==> config.mk <==
export PLATFORM = sky130hd
export DESIGN_NAME = fifo_rd_stream
export DESIGN_NICKNAME = d
export VERILOG_FILES = /design/src/rtl/fifo_rd_pkg.sv /design/src/rtl/fifo_rd_skid.sv /design/src/rtl/fifo_rd_stream.sv
export SDC_FILE = /design/constraint.sdc
export NUM_CORES = 1
export LEC_CHECK = 0
export CORE_ASPECT_RATIO = 0.8
export CORE_UTILIZATION = 43
export CTS_CLUSTER_DIAMETER = 100
export DETAILED_ROUTE_END_ITERATION = 10
export HOLD_SLACK_MARGIN = 0.12
export PLACE_DENSITY = 0.9
export SLEW_MARGIN = 10
export SYNTH_ARGS = -nofsm -noshare
export SYNTH_HDL_FRONTEND = slang
export SYNTH_SLANG_ARGS = --single-unit
==> constraint.sdc <==
create_clock -name rd_clk -period 4.28 [get_ports rd_clk]
set_input_delay 0.856 -clock rd_clk [delete_from_list [all_inputs] [get_ports rd_clk]]
set_output_delay 0.856 -clock rd_clk [all_outputs]
set_load 0.05 [all_outputs]
==> src/rtl/fifo_rd_pkg.sv <==
// rtl/fifo_rd_pkg.sv - shared types and constants for the FIFO read-side stream block
//
// Purpose : FSM state encoding and skid buffer depth used by fifo_rd_stream and fifo_rd_skid.
// Ports   : none (package).
package fifo_rd_pkg;

  localparam int SKID_DEPTH = 2;
  localparam int OCC_W      = $clog2(SKID_DEPTH + 1);

  typedef enum logic [1:0] {
    ST_IDLE  = 2'd0,
    ST_RUN   = 2'd1,
    ST_FLUSH = 2'd2
  } state_t;

endpackage

==> src/rtl/fifo_rd_skid.sv <==
// rtl/fifo_rd_skid.sv - 2-entry in-order prefetch/skid buffer
//
// Purpose : holds words popped from the FIFO until the stream accepts them.
// Ports   : clk, rst_n      clock / async active-low reset
//           push, push_data append a word at the tail
//           pop             remove the head word
//           clear           drop all entries (wins over push/pop)
//           occ             number of valid entries (0..2)
//           head_data       oldest entry
import fifo_rd_pkg::*;

module fifo_rd_skid #(
  parameter int DATA_SIZE = 4
) (
  input  logic                 clk,
  input  logic                 rst_n,
  input  logic                 push,
  input  logic [DATA_SIZE-1:0] push_data,
  input  logic                 pop,
  input  logic                 clear,
  output logic [OCC_W-1:0]     occ,
  output logic [DATA_SIZE-1:0] head_data
);

  logic [DATA_SIZE-1:0] ent0;
  logic [DATA_SIZE-1:0] ent1;

  assign head_data = ent0;

  always_ff @(posedge clk or negedge rst_n) begin
    if (!rst_n) begin
      occ  <= '0;
      ent0 <= '0;
      ent1 <= '0;
    end else if (clear) begin
      occ <= '0;
    end else begin
      case ({push, pop})
        2'b10: begin
          if (occ == '0) ent0 <= push_data;
          else           ent1 <= push_data;
          occ <= occ + 1'b1;
        end
        2'b01: begin
          ent0 <= ent1;
          occ  <= occ - 1'b1;
        end
        2'b11: begin
          // Head leaves while a new word arrives: occupancy holds, order is kept.
          if (occ == OCC_W'(1)) begin
            ent0 <= push_data;
          end else begin
            ent0 <= ent1;
            ent1 <= push_data;
          end
        end
        default: ;
      endcase
    end
  end

endmodule

==> src/rtl/fifo_rd_stream.sv <==
// rtl/fifo_rd_stream.sv - FIFO read-port consumer presenting a valid/ready stream
//
// Purpose : pops the FIFO read port into a 2-entry skid buffer and streams words out at up to
//           one per cycle; a flush pulse discards buffered words and drains the FIFO.
// Config  : FIFO_RD_STAT_EN enables the words_rd / words_drop saturating counters.
// Ports   : rd_clk, rd_rst_n       read clock / async active-low reset
//           fifo_empty, fifo_rd_data, fifo_rd_en   FIFO read port (1-cycle read latency)
//           m_valid, m_data, m_ready               output stream
//           flush, busy            drain request / drain in progress
//           words_rd, words_drop   delivered / discarded word counts
import fifo_rd_pkg::*;

module fifo_rd_stream #(
  parameter int DATA_SIZE = 4,
  parameter int CNT_W     = 16
) (
  input  logic                 rd_clk,
  input  logic                 rd_rst_n,
  input  logic                 fifo_empty,
  input  logic [DATA_SIZE-1:0] fifo_rd_data,
  output logic                 fifo_rd_en,
  output logic                 m_valid,
  output logic [DATA_SIZE-1:0] m_data,
  input  logic                 m_ready,
  input  logic                 flush,
  output logic                 busy,
  output logic [CNT_W-1:0]     words_rd,
  output logic [CNT_W-1:0]     words_drop
);

  state_t           state;
  state_t           state_nxt;
  logic             inflight;
  logic [OCC_W-1:0] occ;
  logic             xfer;
  logic             enter_flush;
  logic [2:0]       committed;
  logic             room;

  assign m_valid     = (state != ST_FLUSH) && (occ != '0);
  assign xfer        = m_valid && m_ready;
  assign busy        = (state == ST_FLUSH);
  assign enter_flush = flush && (state != ST_FLUSH);

  // Slots already spoken for after this edge if we pop now: buffered + in flight + this pop,
  // less the word leaving on the stream. occ=0 implies xfer=0, so this never underflows.
  assign committed = 3'(occ) + {2'b00, inflight} + 3'd1 - {2'b00, xfer};
  assign room      = (committed <= 3'(SKID_DEPTH));

  always_comb begin
    state_nxt  = state;
    fifo_rd_en = 1'b0;
    case (state)
      ST_IDLE: begin
        // Popping already in IDLE gives fifo_empty-fall to m_valid in two cycles.
        fifo_rd_en = !fifo_empty && room;
        if (!fifo_empty || occ != '0) state_nxt = ST_RUN;
      end
      ST_RUN: begin
        fifo_rd_en = !fifo_empty && room;
        if (occ == '0 && !inflight && fifo_empty) state_nxt = ST_IDLE;
      end
      ST_FLUSH: begin
        fifo_rd_en = !fifo_empty;
        if (fifo_empty && !inflight) state_nxt = ST_IDLE;
      end
      default: state_nxt = ST_IDLE;
    endcase
    if (enter_flush) state_nxt = ST_FLUSH;
  end

  always_ff @(posedge rd_clk or negedge rd_rst_n) begin
    if (!rd_rst_n) begin
      state    <= ST_IDLE;
      inflight <= 1'b0;
    end else begin
      state    <= state_nxt;
      inflight <= fifo_rd_en;
    end
  end

  // Words arriving while flushing (or on the flush-entry edge) are simply not pushed.
  fifo_rd_skid #(.DATA_SIZE(DATA_SIZE)) u_skid (
    .clk       (rd_clk),
    .rst_n     (rd_rst_n),
    .push      (inflight && (state != ST_FLUSH) && !enter_flush),
    .push_data (fifo_rd_data),
    .pop       (xfer),
    .clear     (enter_flush),
    .occ       (occ),
    .head_data (m_data)
  );

`ifdef FIFO_RD_STAT_EN
  logic [1:0] drop_now;

  function automatic logic [CNT_W-1:0] sat_add(input logic [CNT_W-1:0] a, input logic [1:0] b);
    logic [CNT_W:0] s;
    s = {1'b0, a} + {{(CNT_W-1){1'b0}}, b};
    return s[CNT_W] ? '1 : s[CNT_W-1:0];
  endfunction

  always_comb begin
    drop_now = 2'd0;
    if (enter_flush)            drop_now = 2'(occ) - {1'b0, xfer} + {1'b0, inflight};
    else if (state == ST_FLUSH) drop_now = {1'b0, inflight};
  end

  always_ff @(posedge rd_clk or negedge rd_rst_n) begin
    if (!rd_rst_n) begin
      words_rd   <= '0;
      words_drop <= '0;
    end else begin
      words_rd   <= sat_add(words_rd, {1'b0, xfer});
      words_drop <= sat_add(words_drop, drop_now);
    end
  end
`else
  assign words_rd   = '0;
  assign words_drop = '0;
`endif

endmodule

==> flow_metrics.tcl, run 1 <==
set metrics [dict create \
    status "complete, no violations" \
    syn_area_per_cell_sq_um 9.83 \
    drtPass1Iterations 4 \
    design_area_sq_mm 0.00106 \
    worstPathArrival_ps 3210 \
    grt_pass1_wl_um 2550 \
    fin_ws_ps 215 \
    grt.overflow.total 0 \
    cts_buffer_depth 2 \
    die_w_um 55.2 \
    ctsResizeCount 0 \
    cts_setup_buffers 0 \
    path_clk_slew_ps 80 \
    grt_pass1_vias 599 \
    dieArea_sq_mm 0.00246 \
    grt_start_max_net_pins 14 \
    setup_violations 0 \
    yosysWarnings 0 \
    startpoint_type "input port" \
    post-dp-hpwl_um 1350 \
    min_to "u_skid.ent1[2]$_DFFE_PN0P_" \
    synth_area_sq_um 973 \
    place_congestion 0.782 \
    power_density_mw_per_mm2 783 \
    peakVddDrop_mv 0.436 \
    hold_ws_ps 514 \
    tightest_slew_ps 610 \
    max_freq_ghz 0.246 \
    drtIter0Drc 36 \
    antenna_cells 0 \
    cts_hold_buffers 0 \
    r2r_end "inflight$_DFF_PN0_" \
    coreArea_sq_mm 0.00214 \
    synth_cell_type_count 29 \
    grt_usage_pct 15.0 \
    r2r-start "u_skid.occ[0]$_DFFE_PN0P_" \
    syn_inst 99 \
    wirelength_um 1630 \
    route.detailed.drc 0 \
    vias_per_cell 4.50 \
    worstPathMaxFanout 3 \
    wl_per_cell_um 11.5 \
    port_buffers 15 \
    reg2reg_depth 9 \
    path_class "input port to output pin" \
    period_needed_ps 4070 \
    h-tree-depth 1 \
    drive_above_1_share_pct 12.1 \
    cts_buffers 3 \
    rsz0062_at_grt "false" \
    finalSetupTns_ps 0 \
    p_leak_nw 0.517 \
    hold_class "flop to flop" \
    hold_viol 0 \
    yosys_register_bits 13 \
    postPlaceCellArea_sq_mm 0.00104 \
    die_y_um 44.6 \
    ant_nets 0 \
    dp_slack_ps 230 \
    relSlewSlack_pct 59.2 \
    dr_total_vias 634 \
    clock_sinks 13 \
    fin_total_pwr_uw 832 \
    clock_skew_ps 11.4 \
    hp-start "u_skid.ent1[2]$_DFFE_PN0P_" \
    tritoncts "yes" \
    period_share_pct 95.0 \
    holdPathStages 1 \
    antenna_found_initial 0 \
    syn2layout_area_growth_pct 9.13 \
    r2r_setup_slack_ps 1710 \
    ys_seq_area_share_pct 33.4 \
    utilization_pct 49.6 \
    timing.max_cap.violations 0 \
    fin_cells 141 \
    start_util_pct 45.5 \
    critPathCaptureType "output pin" \
    worstPathRequired_ps 3420 \
    pin_count 48 \
    slew_violations 0 \
    nFillCells 209 \
    rows 15 \
    clkLatencyLatePin_ps 270 \
    dp.cells 137 \
    cts_root_buffer "clkbuf_4" \
    nNetsFinal 131 \
]
## Yosys cell counts (all sizes together)
cell type / number / area [sq um]
buf: 33 / 245
dfrtp: 13 / 325
nor2: 7 / 28.8
inv: 6 / 25.0
a21oi: 5 / 25.0
nand2: 5 / 18.8
ha: 4 / 50.1
mux2: 4 / 45.0
mux2i: 4 / 40.0
a211oi: 3 / 27.5
nand2b: 2 / 20.0
a311o: 1 / 20.0
a311oi: 1 / 8.76
a31oi: 1 / 6.26
a32o: 1 / 10.0
and4: 1 / 11.3
conb: 1 / 3.75
fa: 1 / 20.0
nand3: 1 / 5.00
nor2b: 1 / 6.26
o211ai: 1 / 7.51
o221ai: 1 / 8.76
o22ai: 1 / 6.26
xnor2: 1 / 8.76
## worst max-delay path by stage
stage	start	endpoint
2_1_floorplan	m_ready	fifo_rd_en
3_3_place_gp	m_ready	fifo_rd_en
3_5_place_dp	m_ready	fifo_rd_en
4_1_cts	m_ready	fifo_rd_en
5_1_grt	m_ready	fifo_rd_en
6_report	m_ready	fifo_rd_en
## cell families after synthesis
logic type / after synthesis / synth area share [%]
buffers and inverters: 39 / 27.8
and+or+nand+nor: 17 / 9.25
AOI/OAI and AO/OA: 15 / 12.3
DFF: 13 / 33.4
muxes: 8 / 8.74
adders and majority gates: 5 / 7.20
other: 1 / 0.385
xor gates and xnor gates: 1 / 0.900
## power by group
group	internal, mW	leakage, nW	switching (mW)	total, mW
combinational	0.186	0.347	0.342	0.528
clock	0.0360	0.0150	0.0376	0.0736
sequential	0.180	0.155	0.0506	0.231
total	0.402	0.517	0.430	0.832
## flip-flops by register name (all words and copies together) (netlist names)
signal,count
state,2
u_skid.head_data,4
u_skid.ent1,4
u_skid.occ,2
inflight,1
## placed cells by master, fill, tap and decap left out
cell type / netlist / layout
a311o_4: 1 / 1
a211oi_2: 1 / 1
nand3_1: 1 / 1
nand2b_4: 1 / 1
inv_4: 1 / 1
nand2b_1: 1 / 1
o221ai_1: 1 / 1
a211oi_1: 2 / 2
fa_1: 1 / 1
nor2_1: 6 / 6
o22ai_1: 1 / 1
a31oi_1: 1 / 1
mux2_2: 4 / 4
nand2_1: 5 / 5
and4_4: 1 / 1
clkdlybuf4s50_1: 0 / 14
dfrtp_1: 13 / 13
inv_1: 5 / 5
a32o_1: 1 / 1
mux2i_1: 4 / 4
o211ai_1: 1 / 1
nor2_2: 1 / 1
a21oi_1: 5 / 5
ha_1: 4 / 4
clkbuf_4: 0 / 3
xnor2_1: 1 / 1
nor2b_1: 1 / 1
clkbuf_1: 0 / 1
buf_12: 0 / 1
conb_1: 1 / 32
a311oi_1: 1 / 1
## metal layers
| metal | GRT usage, % | part of all wire (%) |
|---|---|---|
| met1 | 17.2 | 38 |
| met4 | 3.00 | 0.18 |
| met5 | 0 | 0 |
| met3 | 4.47 | 6.6 |
| met2 | 27.2 | 55 |
## cell type report
type	count	area, sq um	share of cell area [%]
Clock buffer	4	26.3	2.47
Sequential cell	13	325	30.6
Multi-Input combinational cell	78	494	46.5
Inverter	6	25.0	2.36
Tap cell	25	31.3	2.94
Timing Repair Buffer	15	160	15.1
## critical path, stage by stage
cell and delay [ps]:
clkdlybuf4s50_1 490, nor2b_1 260, nand2_1 140, fa_1 410
ha_1 200, nor2_1 110, a211oi_1 90, a211oi_1 450
buf_12 200
Note: power is estimated with default switching activity, not from simulation.
==> inputs of run 2 (changes only) <==
--- a/config.mk
+++ b/config.mk
@@ -10,6 +10,7 @@
 export CTS_CLUSTER_DIAMETER = 100
 export DETAILED_ROUTE_END_ITERATION = 10
 export HOLD_SLACK_MARGIN = 0.12
+export MAX_ROUTING_LAYER = met4
 export PLACE_DENSITY = 0.9
 export SLEW_MARGIN = 10
 export SYNTH_ARGS = -nofsm -noshare
==> run 2 against run 1 <==
Clock skew about the same. Combinational power about the same. Highest routed layer unchanged. Sequential share of layout area unchanged. Routed wire length up 0.12%. Register-to-register slack about the same. Critical path type unchanged. Critical endpoint unchanged. Flip-flop and latch count unchanged. Maximum frequency about the same. Critical path depth unchanged. Worst setup slack about the same.
==> flow_metrics.tcl, run 2 (same netlist as run 1, synthesis figures left out) <==
set metrics [dict create \
    die_y_um 44.6 \
    min_to "u_skid.ent1[2]$_DFFE_PN0P_" \
    finalSetupTns_ps 0 \
    start_util_pct 45.5 \
    relSlewSlack_pct 59.2 \
    grt_pass1_wl_um 2550 \
    tritoncts "yes" \
    hold_class "flop to flop" \
    syn2layout_area_growth_pct 9.13 \
    rows 15 \
    clock_skew_ps 11.4 \
    wl_per_cell_um 11.6 \
    setup_violations 0 \
    fin_cells 141 \
    reg2reg_depth 9 \
    r2r-start "u_skid.occ[0]$_DFFE_PN0P_" \
    cts_root_buffer "clkbuf_4" \
    status "complete, no violations" \
    holdPathStages 1 \
    worstPathArrival_ps 3210 \
    coreArea_sq_mm 0.00214 \
    die_w_um 55.2 \
    vias_per_cell 4.51 \
    antenna_found_initial 0 \
    grt_start_max_net_pins 14 \
    drtIter0Drc 36 \
    hold_viol 0 \
    worstPathRequired_ps 3420 \
    crit_path_top_delay_cell "clkdlybuf4s50_1" \
    fin_total_pwr_uw 832 \
    wirelength_um 1630 \
    path_clk_slew_ps 80 \
    clock_sinks 13 \
    ctsResizeCount 0 \
    dp.cells 137 \
    max_freq_ghz 0.246 \
    setup.worst_path.start "m_ready" \
    mostFrequentLayoutCell "conb_1" \
    r2r_end "inflight$_DFF_PN0_" \
    period_share_pct 95.0 \
    port_buffers 15 \
    post-dp-hpwl_um 1350 \
    period_needed_ps 4070 \
    final_cell_mix "conb_1 (32), clkdlybuf4s50_1 (14), dfrtp_1 (13)" \
    crit_top_cell "a211oi_1" \
    cts_setup_buffers 0 \
    hp-start "u_skid.ent1[2]$_DFFE_PN0P_" \
    antenna_cells 0 \
    drive_above_1_share_pct 12.1 \
    cpPeakStageDelay_ps 490 \
    dr_total_vias 636 \
    tightest_slew_ps 610 \
    place_congestion 0.793 \
    path_class "input port to output pin" \
    cts_buffer_depth 2 \
    peakVddDrop_mv 0.436 \
    pin_count 48 \
    grt.overflow.total 0 \
    cts_buffers 3 \
    p_leak_nw 0.517 \
    power_density_mw_per_mm2 783 \
    nNetsFinal 131 \
    worstPathMaxFanout 3 \
    dieArea_sq_mm 0.00246 \
    slew_violations 0 \
    route.detailed.drc 0 \
    startpoint_type "input port" \
    drtPass1Iterations 4 \
    h-tree-depth 1 \
    nFillCells 209 \
    cts_hold_buffers 0 \
    grt_usage_pct 15.5 \
    critPathCaptureType "output pin" \
    timing.max_cap.violations 0 \
    rsz0062_at_grt "false" \
    crit_chain "clkdlybuf4s50_1 > nor2b_1 > nand2_1 > fa_1 > ha_1 > nor2_1 > a211oi_1 > a211oi_1 > buf_12" \
    ant_nets 0 \
    grt_pass1_vias 598 \
    r2r_setup_slack_ps 1710 \
    clkLatencyLatePin_ps 270 \
]
==> run 2: cell counts in the layout (fill, tap and decap cells not counted) <==
Identical to the previous run, type by type.
==> run 2: worst max path at each step <==
| stage | endpoint |
|---|---|
| after floorplan | fifo_rd_en |
| after global placement | fifo_rd_en |
| after detailed placement | fifo_rd_en |
| after CTS | fifo_rd_en |
| after global routing | fifo_rd_en |
| final | fifo_rd_en |
==> run 2: area by class of cell <==
class                      instances  area [sq um]  area share [%]
inverter                           6          25.0            2.36
clock buffer                       4          26.3            2.47
multi-input combinational         78           494            46.5
timing repair buffer              15           160            15.1
sequential                        13           325            30.6
tap                               25          31.3            2.94
==> run 2: metrics by stage <==
stage               setup WS [ps]  hold WS, ps  area (sq um)  util, %
detailed placement            230          496          1040     48.4
global placement              337          490          1040     48.4
global route                 50.7          544          1060     49.6
CTS                           223          515          1060     49.6
floorplan                     304          480          1090        -
finish                        215          514          1060     49.6
==> run 2: routing by layer <==
| metal | wire, um | track usage [%] | part of all wire, % |
|---|---|---|---|
| met1 | 654 | 18.1 | 40 |
| met3 | 79 | 3.09 | 4.8 |
| met4 | 3 | 3.00 | 0.18 |
| met2 | 892 | 27.2 | 55 |
| met5 | 0 | - | 0 |
==> run 2: power breakdown <==
| part | leakage (nW) | internal [mW] | total, mW | switching, mW |
|---|---|---|---|---|
| clock network | 0.0150 | 0.0360 | 0.0736 | 0.0376 |
| logic | 0.347 | 0.186 | 0.528 | 0.342 |
| registers | 0.155 | 0.180 | 0.231 | 0.0506 |
==> run 2: worst max-delay path, delay by kind of cell <==
| kind | cells | cell delay (ps) |
|---|---|---|
| fa+ha+maj | 2 | 610 |
| compound gates | 2 | 540 |
| simple gates | 3 | 510 |
| buf+inv | 2 | 690 |
==> variant, RTL diff (flow settings as in run 2) <==
Re-encode `state_t` (3 states) as one-hot, 3 bits wide.
--- a/src/rtl/fifo_rd_pkg.sv
+++ b/src/rtl/fifo_rd_pkg.sv
@@ -8,8 +8,8 @@
   localparam int OCC_W      = $clog2(SKID_DEPTH + 1);
 
-  typedef enum logic [1:0] {
-    ST_IDLE  = 2'd0,
-    ST_RUN   = 2'd1,
-    ST_FLUSH = 2'd2
+  typedef enum logic [2:0] {
+    ST_IDLE  = 3'b001,
+    ST_RUN   = 3'b010,
+    ST_FLUSH = 3'b100
   } state_t;
 
Check against the original RTL: same outputs for any inputs over 10 cycles, from zero or initial values and one cycle with rd_rst_n low; not proved beyond that.
==> variant against run 2 <==
Synthesized area rose by 11%. Highest routed layer unchanged. Wire length increased by 17%. Sequential cell count grew 1. Setup slack improved by 26 ps. Clock skew fell by 8.8 ps. Combinational power is 8.3% higher. Total power rose by 10%. Clock power increased by 26%. Design area rose by 12%. Largest cell class unchanged.
==> variant: results (changes against run 2) <==
==============================================================================
Ranking of synthesized cells by instance count .................. 32 x sky130_fd_sc_hd__buf_4, 13 x sky130_fd_sc_hd__dfrtp_1, 11 x sky130_fd_sc_hd__a21oi_1
Placement Setup Slack ...........................................       286 ps   +55.8 ps
Leakage power ...................................................     0.529 nW   +2.2%
Global-route usage over all layers ..............................        0.155   about the same
Average size of a mapped cell ...................................    9.58 um^2   -2.6%
Slew at the pin closest to its max-slew limit ...................       633 ps   +22.7 ps
IR Drop Worst-Case VDD ..........................................       335 uV   -23%
Run status ...................................................... complete, no violations
Pin count of the biggest net entering global routing ............           15   +1
Synth-to-Final Area Change ......................................        9.94%
Net count of the finished layout ................................          144   +9.9%
Unique cell type count in the Yosys netlist .....................           33   +14%
Depth of the worst register-to-register path ....................           10   +1
Synthesized-area fraction occupied by ao, oa, aoi and oai cells .        0.163   +0.0396
Cell types occupying the most area after synthesis .............. sky130_fd_sc_hd__dfrtp_1 30%, sky130_fd_sc_hd__buf_4 22%, sky130_fd_sc_hd__a21oi_1 5.1%
Fraction of layout instances using a drive strength above 1 .....       0.0930   -0.0277
Filler instances ................................................          200   -4.3%
Mux share of post-synthesis cell area ...........................       0.0786   -0.00879
Design Power ....................................................     0.915 mW   +10%
Detail-routed net length per standard cell ......................      11.7 um   +1.6%
Wire length of the first global-routing pass ....................      2.99 mm   +18%
Worst Hold Path EP .............................................. u_skid.ent1[1]
Post-Synth XOR/XNOR Area ........................................      0.00809   -0.000905
1st-iter DRT viols ..............................................           28   -22%
RD Place Congestion .............................................        0.859   +8.3%
Data arrival, critical path .....................................      3180 ps   -30 ps
==============================================================================
==> variant: layout make-up <==
class                   count  area share
inverters                   7      0.0221
clock buffers               4      0.0305
multi-input cells          89       0.482
well taps                  34      0.0358
flip-flops and latches     14       0.295
repair buffers             15       0.135
==> variant: worst max-delay path by stage <==
stage / from / end / slack (ps) / depth (start not counted)
finish: m_ready / fifo_rd_en / 240 / 10
global route: m_ready / fifo_rd_en / 120 / 10
CTS: m_ready / fifo_rd_en / 260 / 10
detailed placement: m_ready / fifo_rd_en / 290 / 9
global placement: m_ready / fifo_rd_en / 370 / 9
floorplan: m_ready / fifo_rd_en / 640 / 7
==> variant: routing by layer <==
| metal | wire [um] | vias up | GRT usage | part of all wire |
|---|---|---|---|---|
| met3 | 112 | 2 | 0.0606 | 0.059 |
| met1 | 831 | 372 | 0.172 | 0.43 |
| met2 | 953 | 32 | 0.278 | 0.50 |
| met5 | 0 | - | - | 0 |
| met4 | 16 | 0 | 0.0143 | 0.0084 |
| li1 | - | 353 | - | - |
